[src/rtl/hazard_stall_unit_pkg.sv]
`default_nettype none
// ============================================================================
//  Module      : hazard_stall_unit_pkg
//  Description : Shared encodings for the hazard stall unit: FSM states,
//                branch types, the shadow-slot record and writer/match helpers.
//  Revision    : 1.0 - initial release
// ============================================================================
package hazard_stall_unit_pkg;

    // FSM state encoding
    localparam logic [0:0] c_ST_RUN   = 1'b0;
    localparam logic [0:0] c_ST_STALL = 1'b1;

    // Branch type encoding of the ID instruction
    localparam logic [1:0] c_BR_NONE  = 2'b00;
    localparam logic [1:0] c_BR_BEQ   = 2'b01;
    localparam logic [1:0] c_BR_BNE   = 2'b10;
    localparam logic [1:0] c_BR_OTHER = 2'b11;

    // One shadow-pipeline slot: {valid, RegWrite, MemRead, Rd}
    typedef struct packed {
        logic       valid;
        logic       regWrite;
        logic       memRead;
        logic [4:0] rd;
    } hazard_slot_t;

    // A slot produces a value only if it is real, writes, and does not target $0
    function automatic logic isWriter(input hazard_slot_t s);
        return s.valid & s.regWrite & (s.rd != 5'd0);
    endfunction

    // One match signal per slot, so Rs and Rt hitting the same Rd stall once
    function automatic logic rdMatches(input hazard_slot_t s,
                                       input logic [4:0]   rs,
                                       input logic [4:0]   rt);
        return (s.rd == rs) | (s.rd == rt);
    endfunction

endpackage : hazard_stall_unit_pkg
`default_nettype wire

[src/rtl/hazard_slot_reg.sv]
`default_nettype none
// ============================================================================
//  Module      : hazard_slot_reg
//  Description : One shadow-pipeline slot register with synchronous clear.
//  Revision    : 1.0 - initial release
// ============================================================================
module hazard_slot_reg
    import hazard_stall_unit_pkg::*;
(
    input  logic         clk,
    input  logic         rst,
    input  hazard_slot_t i_d,
    output hazard_slot_t o_q
);

    hazard_slot_t r_q;

    // Load the slot every cycle; clear marks it empty
    always_ff @(posedge clk) begin
        if (rst) begin
            r_q <= '0;
        end else begin
            r_q <= i_d;
        end
    end

    assign o_q = r_q;

endmodule : hazard_slot_reg
`default_nettype wire

[src/rtl/hazard_stall_unit.sv]
`default_nettype none
// ============================================================================
//  Module      : hazard_stall_unit
//  Description : ID-stage hazard detector. Tracks the EX and MEM instructions
//                in a two-slot shadow pipeline and stalls branches that need
//                an operand still in flight, plus classic load-use hazards.
//  Revision    : 1.0 - initial release
// ============================================================================
module hazard_stall_unit
    import hazard_stall_unit_pkg::*;
#(
    parameter int CNT_W = 16
) (
    input  logic             clk,
    input  logic             reset,
    input  logic [1:0]       Branch,
    input  logic [4:0]       IF_ID_RegisterRs,
    input  logic [4:0]       IF_ID_RegisterRt,
    input  logic             ID_RegWrite,
    input  logic             ID_MemRead,
    input  logic [4:0]       ID_RegisterRd,
    input  logic             BranchTaken,
    output logic             PCWrite,
    output logic             IF_ID_Write,
    output logic             ID_EX_Bubble,
    output logic             IF_ID_Flush,
    output logic             Stalled,
    output logic [CNT_W-1:0] StallCount
);

    hazard_slot_t     w_idSlot;
    hazard_slot_t     w_exNext;
    hazard_slot_t     w_exSlot;
    hazard_slot_t     w_memSlot;
    logic             w_isBranch;
    logic             w_exHit;
    logic             w_memHit;
    logic             w_stall;
    logic [0:0]       r_state;
    logic [0:0]       w_nextState;
    logic [CNT_W-1:0] r_stallCount;

    // ID instruction as it would enter EX; a stall injects an empty slot instead
    assign w_idSlot = '{valid: 1'b1, regWrite: ID_RegWrite,
                        memRead: ID_MemRead, rd: ID_RegisterRd};
    assign w_exNext = w_stall ? hazard_slot_t'('0) : w_idSlot;

    hazard_slot_reg u_exSlot (
        .clk (clk),
        .rst (reset),
        .i_d (w_exNext),
        .o_q (w_exSlot)
    );

    hazard_slot_reg u_memSlot (
        .clk (clk),
        .rst (reset),
        .i_d (w_exSlot),
        .o_q (w_memSlot)
    );

    assign w_isBranch = (Branch != c_BR_NONE);
    assign w_exHit    = isWriter(w_exSlot)
                      & rdMatches(w_exSlot, IF_ID_RegisterRs, IF_ID_RegisterRt);
    assign w_memHit   = isWriter(w_memSlot) & w_memSlot.memRead
                      & rdMatches(w_memSlot, IF_ID_RegisterRs, IF_ID_RegisterRt);

    // Branches resolve in ID so they wait on any EX producer and on a load in
    // MEM; other instructions only wait on a load in EX. Held off under reset
    // so the pipe is released while the slots are being cleared.
    assign w_stall = ~reset & ((w_isBranch & (w_exHit | w_memHit))
                             | (~w_isBranch & w_exHit & w_exSlot.memRead));

    assign PCWrite      = ~w_stall;
    assign IF_ID_Write  = ~w_stall;
    assign ID_EX_Bubble = w_stall;
    assign IF_ID_Flush  = w_isBranch & BranchTaken & ~w_stall;

    // FSM state register
    always_ff @(posedge clk) begin
        if (reset) begin
            r_state <= c_ST_RUN;
        end else begin
            r_state <= w_nextState;
        end
    end

    // FSM next-state: follow the combinational stall request
    always_comb begin
        w_nextState = r_state;
        case (r_state)
            c_ST_RUN:   if (w_stall)  w_nextState = c_ST_STALL;
            c_ST_STALL: if (!w_stall) w_nextState = c_ST_RUN;
            default:    w_nextState = c_ST_RUN;
        endcase
    end

    // Saturating stall-cycle counter
    always_ff @(posedge clk) begin
        if (reset) begin
            r_stallCount <= '0;
        end else if (w_stall && (r_stallCount != {CNT_W{1'b1}})) begin
            r_stallCount <= r_stallCount + CNT_W'(1);
        end
    end

    assign Stalled    = (r_state == c_ST_STALL);
    assign StallCount = r_stallCount;

endmodule : hazard_stall_unit
`default_nettype wire

[config.mk]
export PLATFORM = sky130hd
export DESIGN_NAME = hazard_stall_unit
export DESIGN_NICKNAME = d
export VERILOG_FILES = /design/src/rtl/hazard_stall_unit_pkg.sv /design/src/rtl/hazard_slot_reg.sv /design/src/rtl/hazard_stall_unit.sv
export SDC_FILE = /design/constraint.sdc
export NUM_CORES = 1
export LEC_CHECK = 0
export ABC_AREA = 1
export CORE_ASPECT_RATIO = 1.5
export CORE_MARGIN = 1.5
export CORE_UTILIZATION = 50
export CTS_CLUSTER_SIZE = 40
export DETAILED_ROUTE_END_ITERATION = 8
export GPL_TIMING_DRIVEN = 1
export PLACE_DENSITY_LB_ADDON = 0.08
export REMOVE_ABC_BUFFERS = 1
export SYNTH_ARGS = -nofsm -noshare
export SYNTH_HDL_FRONTEND = slang
export SYNTH_HIERARCHICAL = 1
export SYNTH_SLANG_ARGS = --single-unit
[constraint.sdc]
create_clock -name clk -period 3.1 [get_ports clk]
set_input_delay 0.31 -clock clk [delete_from_list [all_inputs] [get_ports clk]]
set_output_delay 0.31 -clock clk [all_outputs]
set_load 0.01 [all_outputs]
== Word level (Yosys, flattened, before mapping) ==
Index checks and enable logic that the tools add are counted.
Word-level totals
  register bits: 33
Cells by class
  add/sub/neg operators: 1
  eq/ne operators: 5
  muxes and demuxes: 2
  bitwise operators: 20
  reductions and logical operators: 5
Operators by type and width (number)
  5-bit == test: 4
  16-bit by 1-bit adder with 16-bit output (second input constant): 1
  16-bit != test (second input constant): 1
  1-bit bitwise AND: 13
  5-bit nonzero test: 2
  8-bit two-way mux: 1
  1-bit OR: 4
  1-bit inverter: 3
  2-bit nonzero test: 1
  2-bit OR reduction: 1
  1-bit logical AND: 1
  1-bit two-way mux: 1

== Longest topological paths before layout ==
  depth after elaboration: 10
  depth in mapped cells: 12

== Cells and area by module ==
Netlist, hierarchy kept.
By module, submodules not included
  hazard_stall_unit: instances 1, cells an instance 266, area an instance 1549.0 µm², seq. area each 340.3 µm²
  hazard_slot_reg: instances 2, cells an instance 25, area an instance 231.5 µm², seq. area each 160.2 µm²

== Worst setup path before layout ==
OpenSTA, ideal clock, no wires.
  kind: register -> output
  start point: register u_exSlot.r_q (netlist bit u_exSlot/o_q[4])
  end point: output port PCWrite
  arrival time: 1.435 ns
  data required time: 2.790 ns
  setup slack: 1.355 ns
  cell stages (with the launch flop): 12
  cells stage by stage: dfxtp_1 inv_1 nand2_1 nand2_1 nor2_1 nand3_1 nand2_1 nand2_1 a21oi_1 buf_2 inv_1 buf_4
Between the ends
  cells in the longest elaborated chain, start to end: 8
Ends and longest elaborated chain
  start: declaration: line hazard_slot_reg.sv:16  | hazard_slot_t r_q;
  start signal: assignment: line hazard_slot_reg.sv:23  | r_q <= i_d;
  5-bit == test / 5-bit nonzero test (equally long branches): line hazard_stall_unit_pkg.sv:37, hazard_stall_unit_pkg.sv:30
  1-bit OR / 1-bit bitwise AND (equally long branches): line hazard_stall_unit_pkg.sv:37, hazard_stall_unit_pkg.sv:30
  1-bit bitwise AND *: line hazard_stall_unit.sv:64  | & rdMatches(w_exSlot, IF_ID_RegisterRs, IF_ID_RegisterRt);
  1-bit OR / 1-bit bitwise AND (equally long branches): line hazard_stall_unit.sv:71, hazard_stall_unit.sv:72
  1-bit bitwise AND (on tied branches): line hazard_stall_unit.sv:71, hazard_stall_unit.sv:72
  1-bit OR *: line hazard_stall_unit.sv:72  | | (~w_isBranch & w_exHit & w_exSlot.memRead));
  1-bit bitwise AND *: line hazard_stall_unit.sv:71  | assign w_stall = ~reset & ((w_isBranch & (w_exHit | w_memHit))
  via ID_EX_Bubble: line hazard_stall_unit.sv:25  | output logic ID_EX_Bubble,
  1-bit inverter *
  end: declaration: line hazard_stall_unit.sv:23  | output logic PCWrite,
Mark *: on every way through the listed nets, which the timed path passes. The rest lies on a longest branch.

== Final worst setup path ==
  start point: input port IF_ID_RegisterRt[4]
  end point: output port IF_ID_Write
Between the ends
  cells in the longest elaborated chain, start to end: 8
Ends and longest elaborated chain
  start: declaration: line hazard_stall_unit.sv:18  | input logic [4:0] IF_ID_RegisterRt,
  5-bit == test: line hazard_stall_unit_pkg.sv:37  | return (s.rd == rs) | (s.rd == rt);
  1-bit OR: line hazard_stall_unit_pkg.sv:37
  1-bit bitwise AND (on tied branches): line hazard_stall_unit.sv:64, hazard_stall_unit.sv:66
  1-bit OR / 1-bit bitwise AND (equally long branches): line hazard_stall_unit.sv:71, hazard_stall_unit.sv:72
  1-bit bitwise AND (on tied branches): line hazard_stall_unit.sv:71, hazard_stall_unit.sv:72
  1-bit OR *: line hazard_stall_unit.sv:72
  1-bit bitwise AND *: line hazard_stall_unit.sv:71
  1-bit inverter *: line hazard_stall_unit.sv:75  | assign IF_ID_Write = ~w_stall;
  end: declaration: line hazard_stall_unit.sv:24  | output logic IF_ID_Write,
Every way passes the cells marked *; elsewhere a longest branch is shown, timed or not.

==> impl_results.rst <==
.. list-table::
   :header-rows: 1

   * - Metric
     - Value
   * - Power per standard cell area
     - 374 mW/mm^2
   * - Post-placement cell count
     - 396
   * - Outcome
     - complete, no violations
   * - Most frequently used cell type in the post-synthesis netlist
     - nand2_1
   * - Number of global-route vias before repair
     - 1,734
   * - Delay contributed by the slowest stage of the critical path
     - 0.50 ns
   * - Final worst slack
     - 0.491 ns
   * - Slowest-stage cell, CP
     - clkdlybuf4s50_1
   * - Number of antenna violations at the first check in global routing
     - 0
   * - Fin nets
     - 381
   * - Residual DRC
     - 0
   * - Reported net switching power
     - 0.211 mW
   * - Syn. warnings
     - 6
   * - Worst IR drop on VDD
     - 322 uV
   * - Number of max-capacitance violations reported
     - 0
   * - Area grow syn2layout
     - 27.3%
   * - Fill count
     - 369
   * - Utilization after layout
     - 65.9%
   * - Maximum clock frequency
     - 383 MHz
   * - Longest Clk Path Bufs
     - 2
   * - Clock tree from TritonCTS
     - done
   * - Count of non-filler cells in the finished layout
     - 404
   * - Global-route wire length before repair
     - 7.20 mm
   * - Drt wl/cell
     - 11.6 microns
   * - Clock power frac
     - 43.1%
   * - Die Y-Extent
     - 80.7 microns
   * - Die area
     - 0.00442 sq mm
   * - Synth top area share
     - 32.8%
   * - Main area contributors after synthesis
     - dfxtp_1 (33%), nand2_1 (16%), inv_1 (10%)
   * - Count of final max-slew check failures
     - 0
   * - Post-route ant nets
     - 0
   * - Num CTS Buffers
     - 5
   * - Per-instance average area after synthesis
     - 6.37 sq um
   * - Clock skew after layout
     - 0.00806 ns
   * - Maximum number of pins on one net before global-route repair
     - 33
   * - HP Start
     - u_exSlot/o_q[5]
   * - Number of flops mapped to enable cells by yosys
     - 0
   * - Leakage power summed over all cells
     - 1.16 nW
   * - Proportion of synthesized chip area in sequential cells
     - 32.8%
   * - Mapped Area
     - 0.00201 sq mm
   * - Clock latency on the worst-skew pair
     - 0.29 ns
   * - Hold crit path type
     - flip-flop to flip-flop
   * - Kind of end point of the critical path
     - output pin
   * - Seq cells post-synth
     - 33
   * - Cell count after synthesis
     - 316
   * - Startpoint type of the worst setup path
     - input pin
   * - Starting utilization of the core area
     - 51.7%
   * - Count of clock tree sinks
     - 33
   * - Unique masters post-synth
     - 26
   * - Reg clk slew, reported paths
     - 0.06 ns
   * - Gpl congestion
     - 0.777
   * - Setup CP Type
     - input pin to output pin
   * - Number of top-level design ports
     - 43
   * - Minimum clock period after layout
     - 2.61 ns
   * - Placement-stage worst setup slack
     - 0.489 ns
   * - Number of rows created at floorplan
     - 28
   * - Vias after detailed routing
     - 1,969
   * - Period Utilization, post-route
     - 84.2%
   * - Routed vias/inst
     - 4.87
   * - Total Routed Length
     - 4.68 mm
   * - Number of post-CTS setup repair buffers
     - 0
   * - RSZ-0062 raised after global routing
     - false
   * - Count of endpoints failing setup in the final report
     - 0
   * - Critical path origin
     - IF_ID_RegisterRt[4]
   * - Drt initial violations
     - 40
   * - Worst reg2reg setup slack
     - 1.17 ns
   * - Clock H-tree levels
     - 2
   * - Share of async-settable or async-resettable flops after synthesis
     - 0%
   * - Sequential fraction of design power
     - 46.3%
   * - Startpoint of the lowest-slack register-to-register path
     - StallCount[1]
   * - Final-layout worst hold slack
     - 0.422 ns
   * - CP Max Fanout
     - 11
   * - Area of the core region
     - 0.00389 sq mm
   * - Tightest Pin Transition
     - 0.350 ns
   * - Number of hold buffers added after cts
     - 0
   * - Slew margin rel.
     - 76.7%
   * - Root buf cell
     - clkbuf_8
   * - Power Internal
     - 0.746 mW
   * - CP dominant cell by count
     - nand2_1
   * - Sw frac
     - 22.0%
   * - Initial DRT Pass Iterations
     - 4
   * - Setup TNS Final
     - 0 ns
   * - Hold Vio Cnt, Final
     - 0
   * - Most frequent cells after synthesis
     - nand2_1 (86), inv_1 (55), nor2_1 (49)
   * - Grt total ovfl
     - 0
   * - Cells traversed along the worst timing path
     - clkdlybuf4s50_1 > inv_1 > nand2_1 > nand2_1 > nor2_1 > nand3_1 > nand2_1 > nand2_1 > a21oi_1 > buf_4 > inv_1 > clkdlybuf4s50_1
   * - Placed wire-length estimate
     - 3.41 mm
   * - Total routing usage reported by global routing
     - 22.4%
   * - Most area-hungry cell type in the Yosys netlist
     - dfxtp_1
   * - Data arrival time of the critical path
     - 2.30 ns
   * - Predominant post-synthesis flop cell
     - dfxtp_1
   * - Antenna diode count
     - 0
   * - Overall die width
     - 54.8 microns
   * - PostCTS Resize Cnt
     - 0
   * - Data required time at the worst endpoint
     - 2.79 ns
   * - Proportion of power drawn by combinational gates
     - 10.5%
   * - Fraction of final layout cells sized beyond drive strength 1
     - 6.13%
   * - Quantity of I/O buffers inserted on ports
     - 42
sequential cells by signal, summed over array words and instances (netlist names):
name and flops:
StallCount 16, Stalled 1, u_exSlot/o_q 8, u_memSlot/o_q 8
layout make-up:
type	instances	area, sq um	share of cell area, %
Sequential cell	33	661	25.8
Timing Repair Buffer	45	443	17.3
Inverter	58	218	8.50
Tap cell	45	56.3	2.20
Clock buffer	7	86.3	3.37
Clock inverter	1	30.0	1.17
Multi-Input combinational cell	215	1070	41.7
layout by cell type, fill, tap and decap left out, drive strengths merged:
master	instances
a21oi	16
and3	1
buf	3
bufinv	1
clkbuf	7
clkdlybuf4s50	42
clkinv	2
dfxtp	33
ha	1
inv	56
nand2	88
nand3	16
nand3b	2
nand4	17
nor2	51
nor3	5
o21bai	1
or2	1
xnor2	5
xor2	11
power by group through the flow:
stage / sequential, mW / clock (mW) / combinational (mW)
2_1_floorplan: 0.450 / 0 / 0.0492
3_3_place_gp: 0.453 / 0 / 0.100
3_5_place_dp: 0.453 / 0 / 0.101
4_1_cts: 0.443 / 0.424 / 0.101
5_1_grt: 0.444 / 0.445 / 0.113
6_report: 0.443 / 0.413 / 0.101
layer usage:
metal | wire [microns] | global-route usage, % | share of wire [%] | vias to the layer above
met5 | 0 | 0 | 0 | -
met4 | 97 | 8.50 | 2.1 | 0
met3 | 190 | 4.46 | 4.1 | 8
met2 | 2580 | 42.9 | 55 | 42
met1 | 1810 | 21.9 | 39 | 866
li1 | - | - | - | 1053
stage by stage:
| step | cell area, sq um | total power [mW] |
|---|---|---|
| after floorplan | 1950 | 0.500 |
| final | 2560 | 0.957 |
| after detailed placement | 2440 | 0.553 |
| after global placement | 2440 | 0.553 |
| after CTS | 2560 | 0.969 |
| after global routing | 2560 | 1.00 |
kinds of logic (layout without fill, tap and decap cells):
logic type / Yosys count / after routing / share of synthesized area (%)
buffers and inverters: 68 / 111 / 14.1
xor gates and xnor gates: 16 / 16 / 6.96
and+or+nand+nor: 181 / 181 / 40.2
DFF: 33 / 33 / 32.8
AOI/OAI and AO/OA: 17 / 17 / 5.29
adders and majority gates: 1 / 1 / 0.622
worst paths after layout:
path | endpoint | cells after the start
worst max-delay path | IF_ID_Write | 12
worst min-delay path | u_memSlot/o_q[5] | 2
worst max register to register | StallCount[2] | 9
worst min register to register | u_memSlot/o_q[5] | 2
worst max-delay path, delay by kind of cell:
kind,cells,cell delay [ns]
buf+inv,5,1.31
simple gates,6,0.52
compound gates,1,0.15
Note: power is estimated with default switching activity, not from simulation.
